===== src/rtl/mem_stage_sram_ctrl.sv =====
// Memory stage of the 5-stage pipeline: 32-bit loads/stores over a 16-bit SRAM
// bus as two half-word phases with programmable wait states, freezing the pipe via ready.
module mem_stage_sram_ctrl #(
    parameter int WAIT_CYCLES = 1,
    parameter int BASE_ADDR   = 1024,
    parameter int SRAM_AW     = 18
) (
    input  logic               clk,
    input  logic               rst,
    input  logic               wb_in,
    input  logic               mem_read_in,
    input  logic               mem_write_in,
    input  logic [3:0]         dest,
    input  logic [31:0]        alu_res,
    input  logic [31:0]        val_rm,
    output logic               wb_out,
    output logic               mem_read_out,
    output logic [3:0]         dest_out,
    output logic [31:0]        alu_res_out,
    output logic [31:0]        read_data,
    output logic               ready,
    output logic [SRAM_AW-1:0] sram_addr,
    output logic [15:0]        sram_wdata,
    input  logic [15:0]        sram_rdata,
    output logic               sram_we_n,
    output logic               sram_oe_n
);

    typedef enum logic [1:0] {IDLE, LO, HI, DONE} state_t;

    localparam int            CW      = (WAIT_CYCLES > 0) ? $clog2(WAIT_CYCLES + 1) : 1;
    localparam logic [CW-1:0] CNT_MAX = CW'(WAIT_CYCLES);

    state_t             state;
    state_t             state_nxt;
    logic [CW-1:0]      cnt;
    logic [31:0]        offset;
    logic [SRAM_AW-2:0] wa;
    logic               req;
    logic               is_store;
    logic               is_load;
    logic               phase_end;

    assign wb_out       = wb_in;
    assign mem_read_out = mem_read_in;
    assign dest_out     = dest;
    assign alu_res_out  = alu_res;

    // Byte offset wraps mod 2^32; the cast drops the byte-lane bits and truncates.
    assign offset    = alu_res - 32'(BASE_ADDR);
    assign wa        = (SRAM_AW-1)'(offset >> 2);
    assign req       = mem_read_in | mem_write_in;
    assign is_store  = mem_write_in;
    assign is_load   = mem_read_in & ~mem_write_in;
    assign phase_end = (cnt == CNT_MAX);

    // NOTE: sequential state uses non-blocking assignments so every register
    // samples pre-edge values regardless of process ordering.
    always_ff @(posedge clk or negedge rst) begin
        if (!rst) begin
            state <= IDLE;
        end else begin
            state <= state_nxt;
        end
    end

    always_comb begin
        state_nxt = state;
        case (state)
            IDLE:    if (req) state_nxt = LO;
            LO:      if (phase_end) state_nxt = HI;
            HI:      if (phase_end) state_nxt = DONE;
            DONE:    state_nxt = IDLE;
            default: state_nxt = IDLE;
        endcase
    end

    // NOTE: every output gets a default before the case so no latch is inferred.
    always_comb begin
        ready      = 1'b1;
        sram_we_n  = 1'b1;
        sram_oe_n  = 1'b1;
        sram_addr  = '0;
        sram_wdata = '0;
        case (state)
            IDLE: ready = ~req;
            LO: begin
                ready     = 1'b0;
                sram_addr = {wa, 1'b0};
                if (is_store) begin
                    sram_we_n  = 1'b0;
                    sram_wdata = val_rm[15:0];
                end else if (is_load) begin
                    sram_oe_n = 1'b0;
                end
            end
            HI: begin
                ready     = 1'b0;
                sram_addr = {wa, 1'b1};
                if (is_store) begin
                    sram_we_n  = 1'b0;
                    sram_wdata = val_rm[31:16];
                end else if (is_load) begin
                    sram_oe_n = 1'b0;
                end
            end
            default: ;
        endcase
        // During reset the request inputs must not pull ready low.
        if (!rst) ready = 1'b1;
    end

    // Wait-state counter and load-word assembly; each half is captured on its last phase cycle.
    always_ff @(posedge clk or negedge rst) begin
        if (!rst) begin
            cnt       <= '0;
            read_data <= '0;
        end else begin
            case (state)
                LO: begin
                    if (phase_end) begin
                        cnt <= '0;
                        if (is_load) read_data[15:0] <= sram_rdata;
                    end else begin
                        cnt <= cnt + CW'(1);
                    end
                end
                HI: begin
                    if (phase_end) begin
                        cnt <= '0;
                        if (is_load) read_data[31:16] <= sram_rdata;
                    end else begin
                        cnt <= cnt + CW'(1);
                    end
                end
                default: cnt <= '0;
            endcase
        end
    end

endmodule


===== config.mk =====
export PLATFORM = sky130hd
export DESIGN_NAME = mem_stage_sram_ctrl
export DESIGN_NICKNAME = d
export VERILOG_FILES = /design/src/rtl/mem_stage_sram_ctrl.sv
export SDC_FILE = /design/constraint.sdc
export NUM_CORES = 1
export LEC_CHECK = 0
export CORE_UTILIZATION = 28
export CTS_CLUSTER_SIZE = 25
export DETAILED_ROUTE_END_ITERATION = 6
export MAX_ROUTING_LAYER = met4
export PLACE_DENSITY_LB_ADDON = 0.3
export RECOVER_POWER = 25
export SYNTH_ARGS = -nofsm -noshare
export SYNTH_HDL_FRONTEND = slang
export SYNTH_SLANG_ARGS = --single-unit

===== constraint.sdc =====
create_clock -name clk -period 1.88 [get_ports clk]
set_input_delay 0.376 -clock clk [delete_from_list [all_inputs] [get_ports clk]]
set_output_delay 0.376 -clock clk [all_outputs]
set_load 0.1 [all_outputs]

==> reports/summary.txt, run 1 <==
outcome = complete, but fails checks
failing checks = setup timing
CP endpoint kind = output pin
synth top area cells = dfrtp_1, mux2_2, buf_4, a22oi_1, nor2_1
via count = 2121
DR iter-0 viols = 11
hold depth = 1
crit path DAT = 1.81 ns
first-pass GRT wire length = 10800 µm
Startpoint Class = input port
Root Buffer = clkbuf_8
vias in the first global route = 2180
DRC = 0
Antenna Nets Post-Route = 0
Slew Limit Fails = 0
Clock Pin Slew Worst Setup and Hold Paths = 0.07 ns
required time worst endpoint = 1.50 ns
reg2reg start = state[1]
synthesized instance count = 202
RR Endpoint = state[1]
yosys warns = 0
Area Overhead vs Synth = 132%
Tightest Pin Transition = 0.869 ns
Avg Cell Area, Syn = 10.5 µm²
Final Cell Area = 4920 µm²
fillers = 559
H-tree depth = 2
WL final = 7280 µm
FP Rows = 31
RSZ-0062 raised after global routing = yes
Via density = 4.64
register area = 876 µm²
post-synthesis cell type count = 30
fmax = 457 MHz
CTS Sinks = 35
Max FO, Critical Path = 4
Detailed Place HPWL = 5850 µm
Hold Path Origin = cnt
placer congestion estimate = 0.696
layout cells sized above 1 = 64.7%
Worst Hold End = cnt
Slew Limit Headroom = 42.1%
Die Y = 89.0 µm
synth cell count leaders = buf_4, dfrtp_1, mux2_2, nor2_1, a22oi_1
Worst path max stage delay = 0.48 ns
TritonCTS clock tree = yes
Final setup viols = 36
Global Route Usage Sum = 18.5%
Worst Clk Skew = 0.00604 ns
I/O Buffers = 155
routed length per instance = 15.9 µm
CTS max path bufs = 2
total gr overflow = 0
Critical Path Most Common Cell = buf_12
I/O Pins = 196
Worst Slack Setup Final = -0.308 ns
async set-reset flop share out of synthesis = 100%
initial antenna violation count = 1
reg2reg path depth = 6
Nets = 450
flops & latches, synth = 35
multi-input logic area = 1320 µm²
placed cell area = 4620 µm²
hold_ws = 0.461 ns
Slowest-stage cell, CP = or4b_4
final hold vios = 0
cts bufs inserted = 5
Hold WC Path Type = reg -> reg
final critical-path share of the clock period = 116%
post-route minimum period = 2.19 ns
most common cell in the netlist = buf_4
die area = 7910 µm²
Synth Flop Type = dfrtp_1
CP cell instances = buf_12 -> inv_12 -> ha_4 -> or4b_4 -> or3_4 -> a21oi_4 -> buf_12
Setup CP Type = in -> out
Worst R2R Setup Slack = 0.17 ns
mapped cell area = 2120 µm²
syn nets = 296
MaxCap Viol Count = 0
Initial DRT Pass Iterations = 4
Yosys top cell area share = 41.4%
EDFF count, synth = 0
largest net degree at the start of global routing = 36
area leader, netlist = dfrtp_1
Core ar. = 7290 µm²
Starting Density = 29.0%
Worst-Skew Late Latency = 0.29 ns
Die W = 89.0 µm
sequential element share of the synthesized area = 41.4%
cells in the final DEF (no fill, tap or decap), types with 2 or more instances in the layout:
cell,instances
dlygate4sd2_1,4
buf_6,10
o211ai_1,2
xnor2_1,2
clkbuf_8,6
buf_4,52
nor2_4,20
nor2_1,2
o31ai_1,2
a22oi_2,15
inv_2,2
and2_4,8
or4_4,2
or3_4,3
buf_12,63
nand2_1,2
clkdlybuf4s50_1,58
o21ai_0,2
a21oi_4,4
mux2_1,4
ha_4,4
dfrtp_1,35
mux2_2,29
sequential cells by signal, indices dropped and copies added (netlist names):
name / count
cnt: 1
read_data: 32
state: 2
metal layers:
metal  routed length (µm)  vias to the layer above  global-route usage (%)
li1                     -                      978                       -
met1                 2610                     1027                    19.3
met2                 3850                      102                    33.5
met3                  662                       14                    6.09
met4                  163                        0                    5.34
met5                    0                        -                       -
layout make-up:
cell class	instances	share of cell area, %
Antenna cell	1	0.0509
Timing Repair Buffer	192	49.6
Clock inverter	2	0.788
Sequential cell	35	17.8
Tap cell	99	2.52
Clock buffer	6	1.68
Inverter	5	0.737
Multi-Input combinational cell	117	26.8
repair_timing:
action,CTS,global route
gates cloned,1,0
pin swaps,13,4
setup buffers,6,0
endpoints found under the setup margin,35,36
resized for setup,50,6
hold buffers,0,0
critical path: cells and delay by family:
kind            cells  cell delay [ns]
compound gates      1             0.15
fa+ha+maj           1             0.11
buf+inv             3             0.34
simple gates        2             0.83
per-stage QoR:
stage	setup TNS, ns	utilization, %	setup WS (ns)	std cells
6_report	-6.99	67.5	-0.308	457
2_1_floorplan	-11.09	-	-0.685	202
3_5_place_dp	-5.41	63.4	-0.897	441
4_1_cts	-7.60	67.2	-0.334	456
5_1_grt	-9.62	67.5	-0.348	457
3_3_place_gp	-5.36	63.4	-0.861	441
worst max path at each step:
| stage | cells after the start | endpoint | from |
|---|---|---|---|
| floorplan | 3 | ready | state[0] |
| global placement | 7 | sram_addr[15] | alu_res[11] |
| detailed placement | 7 | sram_addr[17] | alu_res[11] |
| CTS | 7 | sram_addr[17] | alu_res[10] |
| global route | 7 | sram_addr[17] | alu_res[11] |
| finish | 7 | sram_addr[17] | alu_res[11] |
logic make-up after synthesis:
group,count (synthesis),synth area share (%)
muxes,34,18.0
xor gates and xnor gates,2,0.828
AOI/OAI and AO/OA,30,9.69
buffers and inverters,50,15.8
DFF,35,41.4
adders and majority gates,5,2.96
and+or+nand+nor,46,11.3
Power of run 1 is not shown: default switching activity piles up to over one toggle a cycle in this logic, so the estimate is an artifact.
==> inputs of run 2 (changes only) <==
--- a/config.mk
+++ b/config.mk
@@ -11,6 +11,7 @@
 export MAX_ROUTING_LAYER = met4
 export PLACE_DENSITY_LB_ADDON = 0.3
 export RECOVER_POWER = 25
+export SKIP_CTS_REPAIR_TIMING = 1
 export SYNTH_ARGS = -nofsm -noshare
 export SYNTH_HDL_FRONTEND = slang
 export SYNTH_SLANG_ARGS = --single-unit
==> reports/summary.txt, run 2 (synthesis results as in run 1) <==
outcome = complete, but fails checks
failing checks = setup timing
Initial DRT Pass Iterations = 4
reg2reg start = state[1]
first-pass GRT wire length = 10400 µm
WL final = 7200 µm
Setup CP Type = in -> out
Area Overhead vs Synth = 132%
Worst R2R Setup Slack = 0.17 ns
fillers = 557
Worst Clk Skew = 0.00598 ns
CP cell instances = buf_12 -> inv_12 -> ha_4 -> or4b_4 -> or3_4 -> a21oi_4 -> buf_12
cts bufs inserted = 5
register area = 876 µm²
Clock Pin Slew Worst Setup and Hold Paths = 0.08 ns
RR Endpoint = state[1]
vias in the first global route = 2140
commonest non-fill, non-tap cell in the layout = buf_12
Tightest Pin Transition = 0.873 ns
layout cells sized above 1 = 63.2%
Worst-Skew Late Latency = 0.29 ns
Nets = 449
TritonCTS clock tree = yes
Startpoint Class = input port
die area = 7910 µm²
Via density = 4.67
routed length per instance = 15.8 µm
RSZ-0062 raised after global routing = yes
Critical Path Most Common Cell = buf_12
CTS Sinks = 35
Final setup viols = 36
Detailed Place HPWL = 5850 µm
CP endpoint kind = output pin
Hold WC Path Type = reg -> reg
placer congestion estimate = 0.696
hold depth = 1
multi-input logic area = 1310 µm²
crit path DAT = 1.84 ns
Die W = 89.0 µm
Die Y = 89.0 µm
most frequent cells in the layout = buf_12, clkdlybuf4s50_1, buf_4, dfrtp_1, mux2_2
FP Rows = 31
Antenna Nets Post-Route = 0
Starting Density = 29.0%
Setup crit start = alu_res[11]
DR iter-0 viols = 31
required time worst endpoint = 1.50 ns
final core occ = 67.4%
Worst path max stage delay = 0.48 ns
I/O Buffers = 155
Hold Path Origin = cnt
post-route minimum period = 2.22 ns
initial antenna violation count = 1
Biggest register = read_data
CTS max path bufs = 2
I/O Pins = 196
Slew Limit Headroom = 41.8%
Slowest-stage cell, CP = or4b_4
max reg flops = 32
via count = 2128
Global Route Usage Sum = 17.8%
reg2reg path depth = 6
Worst Slack Setup Final = -0.336 ns
biggest regs = read_data (32), state (2), cnt (1)
Worst Hold End = cnt
final hold vios = 0
MaxCap Viol Count = 0
DRC = 0
Max FO, Critical Path = 5
H-tree depth = 2
largest net degree at the start of global routing = 36
Core ar. = 7290 µm²
Root Buffer = clkbuf_8
fmax = 451 MHz
total gr overflow = 0
Slew Limit Fails = 0
final critical-path share of the clock period = 118%
## run 2: cell types whose count changed in the layout (fill, tap and decap cells not counted), sizes merged
cell / previous run / this run
dlygate4sd2: 4 / 0
clkbuf: 7 / 8
buf: 128 / 123
dlymetal6s2s: 0 / 7
## run 2: layout make-up
type	instances	share of cell area (%)
well taps	99	2.52
clock inverters	2	0.789
clock buffers	6	1.68
diodes	1	0.0509
flip-flops and latches	35	17.8
multi-input cells	117	26.6
repair buffers	191	49.8
inverters	5	0.738
## run 2: worst max-delay path by stage
| stage | slack [ns] | end |
|---|---|---|
| 6_report | -0.34 | sram_addr[17] |
| 5_1_grt | -0.38 | sram_addr[17] |
| 4_1_cts | -0.90 | sram_addr[17] |
| 3_5_place_dp | -0.90 | sram_addr[17] |
| 3_3_place_gp | -0.86 | sram_addr[15] |
| 2_1_floorplan | -0.68 | ready |
## run 2: routing by layer
layer | up-vias | GRT usage, % | share of wire [%]
li1 | 973 | - | -
met1 | 1035 | 18.5 | 36
met2 | 108 | 32.0 | 53
met3 | 12 | 6.00 | 9.4
met4 | 0 | 4.76 | 1.8
met5 | - | - | 0
## run 2: metrics by stage
stage	cells	hold WS (ns)	worst slack, ns	TNS (ns)	instance area (µm²)
floorplan	202	0.0804	-0.685	-11.09	2540
detailed placement	441	0.452	-0.897	-5.41	4620
global route	456	0.497	-0.376	-9.68	4920
global placement	441	0.439	-0.861	-5.36	4620
CTS	449	0.464	-0.901	-10.45	4740
finish	456	0.462	-0.336	-7.29	4920
## run 2: worst max-delay path, delay by kind of cell
kind	cells	cell delay, ns
adders and majority gates	1	0.11
and+or+nand+nor	2	0.84
AOI/OAI and AO/OA	1	0.17
buffers and inverters	3	0.34
Power of run 2 is left out for the same reason.
==> inputs of run 3 (changes only) <==
--- a/config.mk
+++ b/config.mk
@@ -5,12 +5,14 @@
 export SDC_FILE = /design/constraint.sdc
 export NUM_CORES = 1
 export LEC_CHECK = 0
+export CAP_MARGIN = 20
+export CORE_MARGIN = 1.5
 export CORE_UTILIZATION = 28
 export CTS_CLUSTER_SIZE = 25
 export DETAILED_ROUTE_END_ITERATION = 6
 export MAX_ROUTING_LAYER = met4
 export PLACE_DENSITY_LB_ADDON = 0.3
-export RECOVER_POWER = 25
+export RECOVER_POWER = 100
 export SKIP_CTS_REPAIR_TIMING = 1
 export SYNTH_ARGS = -nofsm -noshare
 export SYNTH_HDL_FRONTEND = slang
==> reports/summary.txt, run 3 (synthesis results as in run 1) <==
CTS Sinks = 35
max reg flops = 32
commonest non-fill, non-tap cell in the layout = clkdlybuf4s50_1
Hold Path Origin = cnt
Root Buffer = clkbuf_8
final critical-path share of the clock period = 119%
reg2reg start = state[1]
Area Overhead vs Synth = 116%
total gr overflow = 0
Startpoint Class = input port
CP endpoint kind = output pin
I/O Buffers = 155
Nets = 452
Worst Slack Setup Final = -0.366 ns
Starting Density = 29.0%
Final setup viols = 36
Global Route Usage Sum = 17.6%
reg2reg path depth = 6
Worst path max stage delay = 0.49 ns
Max FO, Critical Path = 5
H-tree depth = 2
hold depth = 1
DRC = 0
via count = 2110
biggest regs = read_data (32), state (2), cnt (1)
Via density = 4.60
vias in the first global route = 2201
most frequent cells in the layout = clkdlybuf4s50_1, clkbuf_2, buf_12, dfrtp_1, mux2_2
Hold WC Path Type = reg -> reg
DR iter-0 viols = 36
Biggest register = read_data
placer congestion estimate = 0.809
first-pass GRT wire length = 11100 µm
CP cell instances = buf_12 -> inv_12 -> ha_4 -> or4b_4 -> or3_4 -> a21oi_4 -> buf_12
Die Y = 90.0 µm
failing checks = setup timing
largest net degree at the start of global routing = 36
layout cells sized above 1 = 63.5%
pre-CTS setup slack = -0.921 ns
final hold vios = 0
Core ar. = 7290 µm²
CTS max path bufs = 2
initial antenna violation count = 1
Slew Limit Headroom = 42.9%
Die W = 90.0 µm
required time worst endpoint = 1.50 ns
I/O Pins = 196
Worst Clk Skew = 0.00445 ns
fmax = 445 MHz
RSZ-0062 raised after global routing = yes
Antenna Nets Post-Route = 0
Worst Hold End = cnt
Initial DRT Pass Iterations = 4
Setup CP Type = in -> out
Critical Path Most Common Cell = buf_12
cts bufs inserted = 5
MaxCap Viol Count = 0
Worst-Skew Late Latency = 0.28 ns
crit path DAT = 1.87 ns
hold_ws = 0.455 ns
outcome = complete, but fails checks
Slew Limit Fails = 0
RR Endpoint = read_data[8]
Worst R2R Setup Slack = 0.19 ns
WL final = 7430 µm
Tightest Pin Transition = 0.856 ns
Clock Pin Slew Worst Setup and Hold Paths = 0.07 ns
Slowest-stage cell, CP = or4b_4
routed length per instance = 16.2 µm
TritonCTS clock tree = yes
FP Rows = 31
die area = 8090 µm²
post-route minimum period = 2.25 ns
Detailed Place HPWL = 5790 µm
-- run 3: changes by cell type in the layout (fill, tap and decap cells not counted), sizes merged --
cell	delta
dlymetal6s2s	-1
dlygate4sd3	+1
bufinv	+1
clkbuf	+53
buf	-50
inv	-1
-- run 3: worst max-delay path by stage --
stage	cells after the start	to	startpoint
2_1_floorplan	3	ready	state[0]
3_3_place_gp	7	sram_addr[17]	alu_res[11]
3_5_place_dp	7	sram_addr[17]	alu_res[11]
4_1_cts	7	sram_addr[17]	alu_res[11]
5_1_grt	7	sram_addr[17]	alu_res[11]
6_report	7	sram_addr[17]	alu_res[11]
-- run 3: layout make-up --
class	instances	area, µm²
multi-input combinational	117	1290
antenna	1	2.50
tap	99	124
timing repair buffer	194	2110
fill	611	2710
sequential	35	876
clock inverter	2	60.1
inverter	5	36.3
clock buffer	6	72.6
-- run 3: layer usage --
metal | up-vias | track usage [%] | wire length (µm)
li1 | 975 | - | -
met4 | 0 | 4.50 | 89
met5 | - | - | 0
met2 | 94 | 32.1 | 4060
met1 | 1027 | 18.8 | 2730
met3 | 14 | 5.08 | 552
-- run 3: per-stage QoR --
step           instance area [µm²]  cells  util [%]  TNS (ns)
2_1_floorplan                 2540    202         -    -11.09
3_3_place_gp                  4650    441      63.7     -4.73
3_5_place_dp                  4650    441      63.7     -4.94
4_1_cts                       4780    449      65.6    -11.14
5_1_grt                       4580    459      62.8    -10.60
6_report                      4580    459      62.8     -7.81
-- run 3: critical path, delay by kind of cell --
family / cells / cell delay, ns
AND/OR/NAND/NOR: 2 / 0.85
buffers and inverters: 3 / 0.34
AO/OA/AOI/OAI: 1 / 0.19
adder cells (fa/ha/maj): 1 / 0.11
Power of run 3 is left out for the same reason.
